**src/rtl/small_filt_pkg.sv**
```systemverilog
// Shared definitions for the small shift-and-add filter family.
// Holds the warm-up state encoding and the width helpers used by both the
// top level and the accumulator core.
package small_filt_pkg;

  // Warm-up progress of a filter instance
  typedef enum logic [1:0] {
    EMPTY   = 2'd0,
    WARMUP  = 2'd1,
    SETTLED = 2'd2
  } filt_state_t;

  localparam int FILT_STATE_W = 2;

  // Accumulator width: sample bits plus the fractional bits kept by the
  // feedback shift, so lpf is simply the top WIDTH bits.
  function automatic int filt_acc_width(input int width, input int filt_bits);
    return width + filt_bits;
  endfunction

  // Width of a counter that must hold values 0 .. count-1 (at least one bit)
  function automatic int cnt_width(input int count);
    return (count <= 2) ? 1 : $clog2(count);
  endfunction

endpackage

```
**src/rtl/small_hpf_core.sv**
```systemverilog
// Accumulator and difference datapath of the shift-and-add high-pass filter.
// The low-pass state lives in `filter`; its integer part `lpf` is subtracted
// from the incoming sample to form the high-pass difference. The difference
// is combinational; the caller registers it together with the handshake.
// `preload` (only meaningful together with `en`) loads the accumulator with
// the sample itself so the internal low-pass starts at the input level.
module small_hpf_core
  import small_filt_pkg::*;
#(
  parameter int WIDTH     = 8,
  parameter int FILT_BITS = 8
) (
  input  logic             clk,
  input  logic             rst,
  input  logic             en,
  input  logic             preload,
  input  logic [WIDTH-1:0] sample,
  output logic [WIDTH:0]   diff
);

  localparam int ACC_W = filt_acc_width(WIDTH, FILT_BITS);

  logic [ACC_W-1:0] filter;
  logic [ACC_W-1:0] filter_next;
  logic [WIDTH-1:0] lpf;

  // Integer part of the low-pass state
  assign lpf = filter[ACC_W-1:FILT_BITS];

  // Both operands zero-extended by one bit: the result spans
  // -(2^WIDTH-1) .. +(2^WIDTH-1) and never needs saturation.
  assign diff = {1'b0, sample} - {1'b0, lpf};

  // Next accumulator value: either a preload to the sample level or the
  // leaky integration filter + sample - lpf (cannot overflow since lpf is
  // bounded by the largest sample).
  always_comb begin
    filter_next = filter + ACC_W'(sample) - ACC_W'(lpf);
    if (preload) begin
      filter_next = ACC_W'(sample) << FILT_BITS;
    end
  end

  // Accumulator register, advancing only on accepted samples
  always_ff @(posedge clk) begin
    if (rst) begin
      filter <= '0;
    end else if (en) begin
      filter <= filter_next;
    end
  end

endmodule

```
**src/rtl/small_hpf_unsigned.sv**
```systemverilog
// Single-pole shift-and-add IIR high-pass filter with valid/ready streaming.
// Output = input minus the internal low-pass state, i.e. DC removal.
// The top level owns the single output register (full throughput, no
// combinational inValid -> outValid path) and the warm-up state machine.
// Optional build macro SMALL_HPF_PRELOAD_EN: the first sample after reset
// preloads the low-pass state, produces 0 and marks the filter settled
// immediately, removing the start-up step transient.
module small_hpf_unsigned
  import small_filt_pkg::*;
#(
  parameter int WIDTH      = 8,
  parameter int FILT_BITS  = 8,
  parameter int SETTLE_CNT = 1024
) (
  input  logic             clk,
  input  logic             rst,
  input  logic             inValid,
  output logic             inReady,
  input  logic [WIDTH-1:0] dataIn,
  output logic             outValid,
  input  logic             outReady,
  output logic [WIDTH:0]   dataOut,
  output logic             settled
);

  localparam int CNT_W = cnt_width(SETTLE_CNT);

  localparam logic [FILT_STATE_W-1:0] ST_EMPTY   = EMPTY;
  localparam logic [FILT_STATE_W-1:0] ST_WARMUP  = WARMUP;
  localparam logic [FILT_STATE_W-1:0] ST_SETTLED = SETTLED;

  localparam logic [CNT_W-1:0] LAST_CNT = CNT_W'(SETTLE_CNT - 1);

  logic                    accept;
  logic                    preload;
  logic [WIDTH:0]          diff;
  logic [FILT_STATE_W-1:0] state;
  logic [FILT_STATE_W-1:0] state_next;
  logic [CNT_W-1:0]        counter;
  logic [CNT_W-1:0]        counter_next;

  // A new sample fits whenever the output register is empty or being drained
  assign inReady = !outValid || outReady;
  assign accept  = inValid && inReady;

`ifdef SMALL_HPF_PRELOAD_EN
  assign preload = (state == ST_EMPTY);
`else
  assign preload = 1'b0;
`endif

  small_hpf_core #(
    .WIDTH    (WIDTH),
    .FILT_BITS(FILT_BITS)
  ) u_core (
    .clk    (clk),
    .rst    (rst),
    .en     (accept),
    .preload(preload),
    .sample (dataIn),
    .diff   (diff)
  );

  // Output register: load on accept, drop valid once consumed, hold otherwise
  always_ff @(posedge clk) begin
    if (rst) begin
      outValid <= 1'b0;
      dataOut  <= '0;
    end else if (accept) begin
      outValid <= 1'b1;
      dataOut  <= preload ? '0 : diff;
    end else if (outReady) begin
      outValid <= 1'b0;
    end
  end

  // Warm-up sequencing: counts accepted samples until the filter is settled;
  // SETTLED is terminal so the counter freezes instead of wrapping.
  always_comb begin
    state_next   = state;
    counter_next = counter;
    if (accept) begin
      case (state)
        ST_EMPTY: begin
`ifdef SMALL_HPF_PRELOAD_EN
          state_next = ST_SETTLED;
`else
          counter_next = '0;
          if (SETTLE_CNT <= 1) begin
            state_next = ST_SETTLED;
          end else begin
            state_next = ST_WARMUP;
          end
`endif
        end
        ST_WARMUP: begin
          counter_next = counter + 1'b1;
          if (counter_next == LAST_CNT) begin
            state_next = ST_SETTLED;
          end
        end
        ST_SETTLED: begin
          state_next = ST_SETTLED;
        end
        default: begin
          state_next   = ST_EMPTY;
          counter_next = '0;
        end
      endcase
    end
  end

  // State, counter and the registered settled flag (which rises together
  // with outValid of the sample that completes warm-up)
  always_ff @(posedge clk) begin
    if (rst) begin
      state   <= ST_EMPTY;
      counter <= '0;
      settled <= 1'b0;
    end else begin
      state   <= state_next;
      counter <= counter_next;
      settled <= (state_next == ST_SETTLED);
    end
  end

endmodule

```
**config.mk**
```make
export PLATFORM = sky130hd
export DESIGN_NAME = small_hpf_unsigned
export DESIGN_NICKNAME = d
export VERILOG_FILES = /design/src/rtl/small_filt_pkg.sv /design/src/rtl/small_hpf_core.sv /design/src/rtl/small_hpf_unsigned.sv
export SDC_FILE = /design/constraint.sdc
export NUM_CORES = 1
export LEC_CHECK = 0
export ABC_AREA = 1
export CORE_AREA = 2 2 126 104
export CTS_BUF_LIST = sky130_fd_sc_hd__clkbuf_4 sky130_fd_sc_hd__clkbuf_8 sky130_fd_sc_hd__clkbuf_16
export DETAILED_ROUTE_END_ITERATION = 8
export DIE_AREA = 0 0 128 106
export PLACE_DENSITY = 0.46
export SYNTH_ARGS = -nofsm -noshare
export SYNTH_HDL_FRONTEND = slang
export SYNTH_SLANG_ARGS = --single-unit
```
**constraint.sdc**
```tcl
create_clock -name clk -period 2.2 [get_ports clk]
set_input_delay 0.44 -clock clk [delete_from_list [all_inputs] [get_ports clk]]
set_output_delay 0.44 -clock clk [all_outputs]
set_load 0.03 [all_outputs]
```
==> impl_metrics.env, run 1 <==
export IMPL_cts_made_buffers=5
export IMPL_die_w_um=128
export IMPL_end_kind="register"
export IMPL_drt_iter0_markers=175
export IMPL_hold_end="counter[9]"
export IMPL_grt_pass1_vias=2857
export IMPL_grt_ovfl_total=0
export IMPL_port_buffers=23
export IMPL_antenna_found_initial=0
export IMPL_initial_core_util_pct=24.28
export IMPL_min_path_cells=2
export IMPL_syn_area_sq_um=3013
export IMPL_cts_sinks=39
export IMPL_power_total_mw=5.918
export IMPL_ys_seq_area_share_pct=25.91
export IMPL_drc=0
export IMPL_hp_start="counter[9]"
export IMPL_ys_ff_latch=39
export IMPL_period_minus_slack_ps=2199
export IMPL_place_congestion=0.8677
export IMPL_synthDistinctLibCells=34
export IMPL_worstPathArrival_ps=2390
export IMPL_netlist_top_cells_area="dfxtp_1 (26%), inv_1 (12%), nand2_1 (11%)"
export IMPL_syn_area_per_cell_sq_um=6.666
export IMPL_grt_max_degree=28
export IMPL_synth_nets=499
export IMPL_worst_pin_slew_ps=464.6
export IMPL_r2r_start="u_core.filter[2]"
export IMPL_yosys_top_cells_count="inv_1 (95), nand2_1 (91), a21oi_1 (52)"
export IMPL_synth_edf_count=0
export IMPL_critical_path_cell_chain="inv_2 -> fa_1 -> inv_2 -> ha_4 -> a21oi_4 -> nand2_4 -> nand2_2 -> nand2_2 -> buf_4 -> xor2_1 -> o21ai_1 -> inv_1"
export IMPL_hold_viol_final=0
export IMPL_skew_ps=6.988
export IMPL_num_io_pins=24
export IMPL_hpwlAfterDp_um=6464
export IMPL_power_density_nw_per_um2=1380
export IMPL_drive_above_1_share_pct=32.08
export IMPL_htreeDepth=2
export IMPL_hp_class="register to register"
export IMPL_worstReg2RegEnd="u_core.filter[7]"
export IMPL_cts_tree="built"
export IMPL_path_buf_inv=4
export IMPL_slew_headroom_pct=68.79
export IMPL_antenna_left=0
export IMPL_status="completed"
export IMPL_rsz0062_at_grt="yes"
export IMPL_dr_total_vias=2937
export IMPL_yosysTopAreaCellShare_pct=25.91
export IMPL_path_class="register to register"
export IMPL_fin_crit_sh_pct=99.95
export IMPL_cap_violations=0
export IMPL_async_reset_ff_share_pct=0
export IMPL_peakVddDrop_v=0.0005803
export IMPL_cts_root_buf="clkbuf_16"
export IMPL_avgViaCountPerCell=4.281
export IMPL_firstDrtPassIters=4
export IMPL_clk_pin_slew_ps=60
export IMPL_slowest_delay_ps=540
export IMPL_coreArea_sq_um=12410
export IMPL_synth_most_common_cell="inv_1"
export IMPL_setup_violations_final=0
export IMPL_grt_usage_pct=13.07
export IMPL_synth_top_cell_by_area="dfxtp_1"
export IMPL_maxSlewViolCount=0
export IMPL_clockBufferDepth=2
export IMPL_final_util_pct=34.56
export IMPL_netlist_instances=452
export IMPL_start_kind="register"
export IMPL_reg2reg_depth=12
export IMPL_crit_cells=12
export IMPL_rows=37
export IMPL_clock_latency_ps=290
export IMPL_die_area_sq_um=13570
export IMPL_antenna_cells=0
export IMPL_area_growth_pct=42.32
export IMPL_r2r_setup_slack_ps=1
export IMPL_max_freq_mhz=454.8
export IMPL_fin_nets=576
export IMPL_critical_path_top_delay_family="adder cells"
export IMPL_ys_warnings_count=0
export IMPL_p_leak_nw=2.060
export IMPL_grt_pass1_wl_um=14030
export IMPL_slowest_stage="fa_1"
export IMPL_ctsHoldBuffers=0
export IMPL_crit_fanout=4
export IMPL_die_height_um=106
export IMPL_dominantRegCellSynth="dfxtp_1"
export IMPL_final_setup_tns_ps=0
export IMPL_wl_um=8483
export IMPL_wl_per_cell_um=12.37
export IMPL_required_ps=2390
## layout make-up
| cell class | instances | area [sq um] |
|---|---|---|
| fill | 1339 | 8119 |
| multi-input combinational | 306 | 2166 |
| sequential | 39 | 790.8 |
| timing repair buffer | 78 | 619.3 |
| inverter | 99 | 371.6 |
| tap | 156 | 195.2 |
| clock buffer | 5 | 125.1 |
| clock inverter | 3 | 20.02 |
## cells by family (layout without fill, tap and decap cells)
family	count (synthesis)	in the layout	share of synthesized area [%]
AOI/OAI and AO/OA	91	91	16.57
xor gates and xnor gates	12	12	3.488
adders and majority gates	35	35	16.78
buffers and inverters	107	185	13.41
DFF	39	39	25.91
and+or+nand+nor	168	168	23.84
## worst max path at each step
stage / startpoint / endpoint / slack, ps
after floorplan: dataIn[3] / u_core.filter[10] / -40
after global placement: dataIn[3] / u_core.filter[10] / -800
after detailed placement: dataIn[3] / u_core.filter[10] / -810
after CTS: u_core.filter[0] / u_core.filter[14] / -30
after global routing: u_core.filter[2] / u_core.filter[11] / -110
final: u_core.filter[2] / u_core.filter[7] / 1
## per-stage QoR
step	setup WS (ps)	cell area (sq um)	hold WS [ps]	std cells
2_1_floorplan	-43.96	3082	435.6	452
3_3_place_gp	-801.0	3855	468.4	674
3_5_place_dp	-814.5	3855	473.0	674
4_1_cts	-30.09	4131	482.4	684
5_1_grt	-110.8	4288	508.8	686
6_report	1.062	4288	482.7	686
## tightest hold or removal path, stage by stage (launching register included)
cell and delay, ps:
dfxtp_1 320, nand2_1 60, a21oi_1 50
## metal layers
layer,track usage [%],wire length (um)
met1,19.86,4545
met5,0,0
met4,3.689,127
met2,18.64,3520
met3,2.365,289
## placed cells by master (no fill, tap or decap), drive strengths merged, types with 4 or more instances in the layout
| cell type | instances |
|---|---|
| o21bai | 7 |
| inv | 96 |
| clkdlybuf4s50 | 14 |
| nand4 | 4 |
| xor2 | 10 |
| nand2 | 94 |
| fa | 9 |
| ha | 26 |
| clkinv | 4 |
| a21oi | 53 |
| nor2 | 36 |
| nand3 | 27 |
| dfxtp | 39 |
| clkbuf | 8 |
| o21ai | 26 |
| buf | 58 |
## what timing repair did
item | in CTS | in global routing
endpoints found under the hold margin | 0 | 0
setup buffers | 2 | 2
pin swaps | 26 | 41
setup endpoints to repair | 16 | 13
resized for setup | 50 | 70
## state kept, by name, summed over array words and instances (netlist names)
name,count
u_core.filter,16
counter,10
dataOut,9
state,2
outValid,1
settled,1
## power by group
group          total, mW  internal [mW]  leakage [nW]  switching [mW]
Sequential         0.915          0.841         0.324          0.0743
Combinational       4.26           1.98          1.67            2.28
Clock              0.744          0.419        0.0658           0.325
Note: power is estimated with default switching activity, not from simulation.
==> inputs of run 2 (changes only) <==
--- a/config.mk
+++ b/config.mk
@@ -6,10 +6,10 @@
 export NUM_CORES = 1
 export LEC_CHECK = 0
 export ABC_AREA = 1
-export CORE_AREA = 2 2 126 104
+export CORE_AREA = 4 4 128 106
 export CTS_BUF_LIST = sky130_fd_sc_hd__clkbuf_4 sky130_fd_sc_hd__clkbuf_8 sky130_fd_sc_hd__clkbuf_16
 export DETAILED_ROUTE_END_ITERATION = 8
-export DIE_AREA = 0 0 128 106
+export DIE_AREA = 0 0 132 110
 export PLACE_DENSITY = 0.46
 export SYNTH_ARGS = -nofsm -noshare
 export SYNTH_HDL_FRONTEND = slang
==> run 2 against run 1 <==
The flow now finishes with violations (negative setup slack). Clock-buffer cell count up 1. Maximum frequency down 0.68%. Sequential cell count stayed put. Core utilization is 0.94 points higher. Clock skew barely moved. Sequential power shrank 0.4%. Critical path depth increased by 2. Register-to-register slack worse by 20 ps. Critical endpoint is now u_core.filter[14]. Highest routed layer unchanged.
==> impl_metrics.env, run 2 (synthesis results as in run 1) <==
export IMPL_status="finished, violations left"
export IMPL_violations="negative setup slack"
export IMPL_hp_class="register to register"
export IMPL_worst_pin_slew_ps=600.6
export IMPL_initial_core_util_pct=24.87
export IMPL_die_height_um=110
export IMPL_area_growth_pct=42.77
export IMPL_grt_pass1_vias=2890
export IMPL_antenna_left=0
export IMPL_r2r_start="u_core.filter[7]"
export IMPL_skew_ps=6.766
export IMPL_grt_max_degree=29
export IMPL_dr_total_vias=2938
export IMPL_wl_um=8258
export IMPL_start_kind="register"
export IMPL_firstDrtPassIters=4
export IMPL_peakVddDrop_v=0.0004570
export IMPL_hold_viol_final=0
export IMPL_mostFrequentLayoutCell="inv_1"
export IMPL_path_class="register to register"
export IMPL_cap_violations=0
export IMPL_antenna_cells=0
export IMPL_die_area_sq_um=14520
export IMPL_cts_root_buf="clkbuf_16"
export IMPL_rows=36
export IMPL_drive_above_1_share_pct=30.87
export IMPL_place_congestion=0.8755
export IMPL_ctsHoldBuffers=0
export IMPL_die_w_um=132
export IMPL_clk_pin_slew_ps=70
export IMPL_worstReg2RegEnd="u_core.filter[14]"
export IMPL_min_path_cells=2
export IMPL_fillers=1277
export IMPL_htreeDepth=2
export IMPL_setup_violations_final=1
export IMPL_antenna_found_initial=0
export IMPL_clockBufferDepth=2
export IMPL_cts_sinks=39
export IMPL_fin_nets=574
export IMPL_end_kind="register"
export IMPL_cp_startpoint="u_core.filter[7]"
export IMPL_hpwlAfterDp_um=6316
export IMPL_num_io_pins=24
export IMPL_cts_made_buffers=5
export IMPL_port_buffers=23
export IMPL_wl_per_cell_um=12.14
export IMPL_reg2reg_depth=14
export IMPL_regMostFlops="u_core.filter"
export IMPL_drc=0
export IMPL_power_total_mw=5.998
export IMPL_grt_pass1_wl_um=13950
export IMPL_slew_headroom_pct=59.66
export IMPL_period_minus_slack_ps=2214
export IMPL_grt_ovfl_total=0
export IMPL_r2r_setup_slack_ps=-10
export IMPL_hold_ws_ps=479.6
export IMPL_hp_start="counter[8]"
export IMPL_p_leak_nw=2.081
export IMPL_drt_iter0_markers=169
export IMPL_final_setup_tns_ps=-14.06
export IMPL_maxSlewViolCount=0
export IMPL_avgViaCountPerCell=4.321
export IMPL_grt_usage_pct=12.00
export IMPL_final_cell_mix="inv_1 (75), nand2_1 (74), buf_4 (53), a21oi_1 (42), dfxtp_1 (33)"
export IMPL_hold_end="counter[8]"
export IMPL_required_ps=2390
export IMPL_finalWorstSetupSlack_ps=-14.06
export IMPL_clock_latency_ps=290
export IMPL_coreArea_sq_um=12120
export IMPL_reg_largest_list="u_core.filter (16), counter (10), dataOut (9)"
export IMPL_cts_tree="built"
export IMPL_max_freq_mhz=451.7
export IMPL_power_density_nw_per_um2=1394
export IMPL_fin_crit_sh_pct=100.6
export IMPL_rsz0062_at_grt="yes"
export IMPL_crit_fanout=4
export IMPL_largest_register_ffs=16
export IMPL_worstPathArrival_ps=2410
-- run 2: what timing repair did --
item | in CTS | in global routing
pin swaps | 29 | 21
buffers inserted | 2 | 4
setup endpoints to repair | 15 | 11
resized for setup | 53 | 55
-- run 2: worst max-delay path, cell delays in order (launching register included) --
cell and delay, ps:
dfxtp_2 320, inv_2 40, fa_1 540, inv_2 50, ha_4 260, a21oi_4 160
nor2_1 80, nor2_1 140, inv_1 90, a21oi_4 170, nand2_2 70, nand2_2 60
nand3_2 50, nand2_1 60, inv_1 40
-- run 2: area by class of cell --
cell class	instances	area, sq um	area share (%)
clock buffer	6	138.9	3.229
tap	152	190.2	4.421
multi-input combinational	306	2163	50.29
timing repair buffer	76	614.3	14.28
sequential	39	788.3	18.32
clock inverter	2	35.03	0.8144
inverter	99	371.6	8.639
-- run 2: metal layers --
layer	vias to the layer above	wire [um]	GRT usage, %	share of wire, %
met5	-	0	0	0
met4	0	80	3.148	0.97
met3	7	276	2.450	3.3
met2	44	3342	17.90	40
met1	1310	4559	17.59	55
li1	1577	-	-	-
-- run 2: where the power goes --
| group | total [mW] | internal (mW) | switching, mW |
|---|---|---|---|
| combinational | 4.21 | 1.94 | 2.26 |
| clock | 0.881 | 0.565 | 0.316 |
| sequential | 0.911 | 0.838 | 0.0732 |
-- run 2: per-stage QoR --
stage          std cells  area [sq um]  setup WS, ps  utilization [%]
3_5_place_dp         667          3840        -733.2            31.69
3_3_place_gp         667          3840        -701.0            31.69
2_1_floorplan        452          3082        -43.96                -
6_report             680          4302        -14.06            35.50
5_1_grt              680          4302        -154.4            35.50
4_1_cts              677          4136      -0.07683            34.14
-- run 2: worst max-delay path by stage --
stage | slack, ps | cells after the start | endpoint
floorplan | -40 | 14 | u_core.filter[10]
global placement | -700 | 15 | u_core.filter[11]
detailed placement | -730 | 15 | u_core.filter[14]
CTS | -0.08 | 14 | u_core.filter[13]
global route | -150 | 14 | u_core.filter[14]
finish | -10 | 14 | u_core.filter[14]
==> inputs of run 3 (changes only) <==
--- a/config.mk
+++ b/config.mk
@@ -10,7 +10,8 @@
 export CTS_BUF_LIST = sky130_fd_sc_hd__clkbuf_4 sky130_fd_sc_hd__clkbuf_8 sky130_fd_sc_hd__clkbuf_16
 export DETAILED_ROUTE_END_ITERATION = 8
 export DIE_AREA = 0 0 132 110
-export PLACE_DENSITY = 0.46
+export DONT_BUFFER_PORTS = 1
+export PLACE_DENSITY = 0.43
 export SYNTH_ARGS = -nofsm -noshare
 export SYNTH_HDL_FRONTEND = slang
 export SYNTH_SLANG_ARGS = --single-unit
==> run 3 against run 2 <==
The flow still finishes with violations (negative setup slack). Maximum frequency increased by 0.44%. Total power shrank 6.2%. Register-to-register slack is essentially flat. Critical path depth unchanged. Die area is the same. Core utilization shrank 3.3 points. Combinational power decreased by 7.1%. Setup slack better by 9.6 ps.
==> impl_metrics.env, run 3 (synthesis results as in run 1) <==
export IMPL_coreArea_sq_um=12120
export IMPL_final_cell_area_sq_um=3897
export IMPL_initial_core_util_pct=24.87
export IMPL_power_total_mw=5.626
export IMPL_peakVddDrop_v=0.0004731
export IMPL_drc=0
export IMPL_reg_largest_list="u_core.filter (16), counter (10), dataOut (9)"
export IMPL_start_kind="register"
export IMPL_period_minus_slack_ps=2204
export IMPL_hp_class="input port to register"
export IMPL_grt_pass1_wl_um=14110
export IMPL_grt_busiest_layer="met1"
export IMPL_gr_usage_met1_pct=18.35
export IMPL_largest_register_ffs=16
export IMPL_antenna_cells=0
export IMPL_grtUsageMet3_pct=2.450
export IMPL_placed_area_sq_um=3465
export IMPL_mostFrequentLayoutCell="inv_1"
export IMPL_grt_max_degree=30
export IMPL_cts_root_buf="clkbuf_16"
export IMPL_port_buffers=0
export IMPL_crit_fanout=4
export IMPL_cts_made_buffers=5
export IMPL_num_io_pins=24
export IMPL_path_class="register to register"
export IMPL_r2r_setup_slack_ps=-4
export IMPL_pre_cts_ws_ps=-210.8
export IMPL_status="finished, violations left"
export IMPL_hold_viol_final=0
export IMPL_hold_ws_ps=199.9
export IMPL_grt_ovfl_total=0
export IMPL_final_util_pct=32.17
export IMPL_grt_usage_pct=12.36
export IMPL_final_cell_mix="inv_1 (82), nand2_1 (78), a21oi_1 (44), buf_4 (36), dfxtp_1 (33)"
export IMPL_cts_tree="built"
export IMPL_die_w_um=132
export IMPL_p_leak_nw=1.869
export IMPL_skew_ps=9.984
export IMPL_regMostFlops="u_core.filter"
export IMPL_rsz0062_at_grt="yes"
export IMPL_fin_nets=534
export IMPL_avgViaCountPerCell=4.448
export IMPL_power_density_nw_per_um2=1443
export IMPL_antenna_found_initial=0
export IMPL_worst_pin_slew_ps=457.9
export IMPL_dr_total_vias=2847
export IMPL_wl_per_cell_um=13.41
export IMPL_clk_pin_slew_ps=70
export IMPL_setup_violations_final=1
export IMPL_place_congestion=0.8530
export IMPL_violations="negative setup slack"
export IMPL_clock_latency_ps=300
export IMPL_antenna_left=0
export IMPL_end_kind="register"
export IMPL_drt_iter0_markers=168
export IMPL_die_height_um=110
export IMPL_use_met2_pct=17.94
export IMPL_hpwlAfterDp_um=6398
export IMPL_htreeDepth=2
export IMPL_wl_um=8584
export IMPL_area_growth_pct=29.36
export IMPL_firstDrtPassIters=4
export IMPL_required_ps=2400
export IMPL_rows=36
export IMPL_finalWorstSetupSlack_ps=-4.419
export IMPL_die_area_sq_um=14520
export IMPL_fin_crit_sh_pct=100.2
export IMPL_maxSlewViolCount=0
export IMPL_grt_pass1_vias=2714
export IMPL_cts_sinks=39
export IMPL_worstPathArrival_ps=2410
export IMPL_drive_above_1_share_pct=24.59
export IMPL_clockBufferDepth=2
export IMPL_cap_violations=0
export IMPL_slew_headroom_pct=69.24
export IMPL_max_freq_mhz=453.6
run 3: cell types whose count changed in the layout (fill, tap and decap cells not counted), sizes merged:
cell           delta
bufinv            -1
clkdlybuf4s15     -1
dlygate4sd2       -3
clkinvlp          +2
buf              -20
clkdlybuf4s50    -14
clkbuf            -3
run 3: metrics by stage:
step | std cells | setup TNS (ps)
floorplan | 452 | -43.96
global placement | 626 | -1387
detailed placement | 626 | -1531
CTS | 636 | -40.96
global route | 640 | -855.5
finish | 640 | -4.419
run 3: path summary, 6_finish.rpt:
| check | from | depth (start not counted) | end |
|---|---|---|---|
| hold / removal | rst | 1 | u_core.filter[15] |
| setup / recovery | u_core.filter[7] | 14 | u_core.filter[14] |
| setup reg to reg | u_core.filter[7] | 14 | u_core.filter[14] |
| hold reg to reg | counter[5] | 2 | counter[5] |
run 3: worst max-delay path, cell delays in order (launching register included):
cell     delay (ps)
dfxtp_2         320
inv_2            40
fa_1            510
inv_2            50
ha_4            230
a21oi_4         160
nor2_1           60
nor2_1          160
inv_1            90
a21oi_2         210
nand2_2          80
nand2_2          60
nand3_2          50
nand2_1          60
inv_1            40
run 3: metal layers:
| layer | up-vias | wire length [um] |
|---|---|---|
| met5 | - | 0 |
| met2 | 38 | 3531 |
| met3 | 8 | 283 |
| met1 | 1307 | 4662 |
| li1 | 1494 | - |
| met4 | 0 | 106 |
run 3: final cells by class:
cell class | instances | area [sq um]
well taps | 152 | 190.2
clock inverters | 3 | 20.02
inverters | 99 | 371.6
flip-flops and latches | 39 | 788.3
fillers | 1297 | 8219
repair buffers | 36 | 270.3
clock buffers | 5 | 125.1
multi-input cells | 306 | 2132
run 3: power by group:
group	switching [mW]	internal, mW	leakage [nW]
clock network	0.339	0.419	0.0658
registers	0.125	0.838	0.323
logic	2.12	1.79	1.48
run 3: what timing repair did:
| item | CTS | global route |
|---|---|---|
| pin swaps | 11 | 30 |
| setup endpoints to repair | 9 | 14 |
| setup buffers | 2 | 4 |
| gates resized for setup | 25 | 40 |
| hold buffers | 0 | 0 |
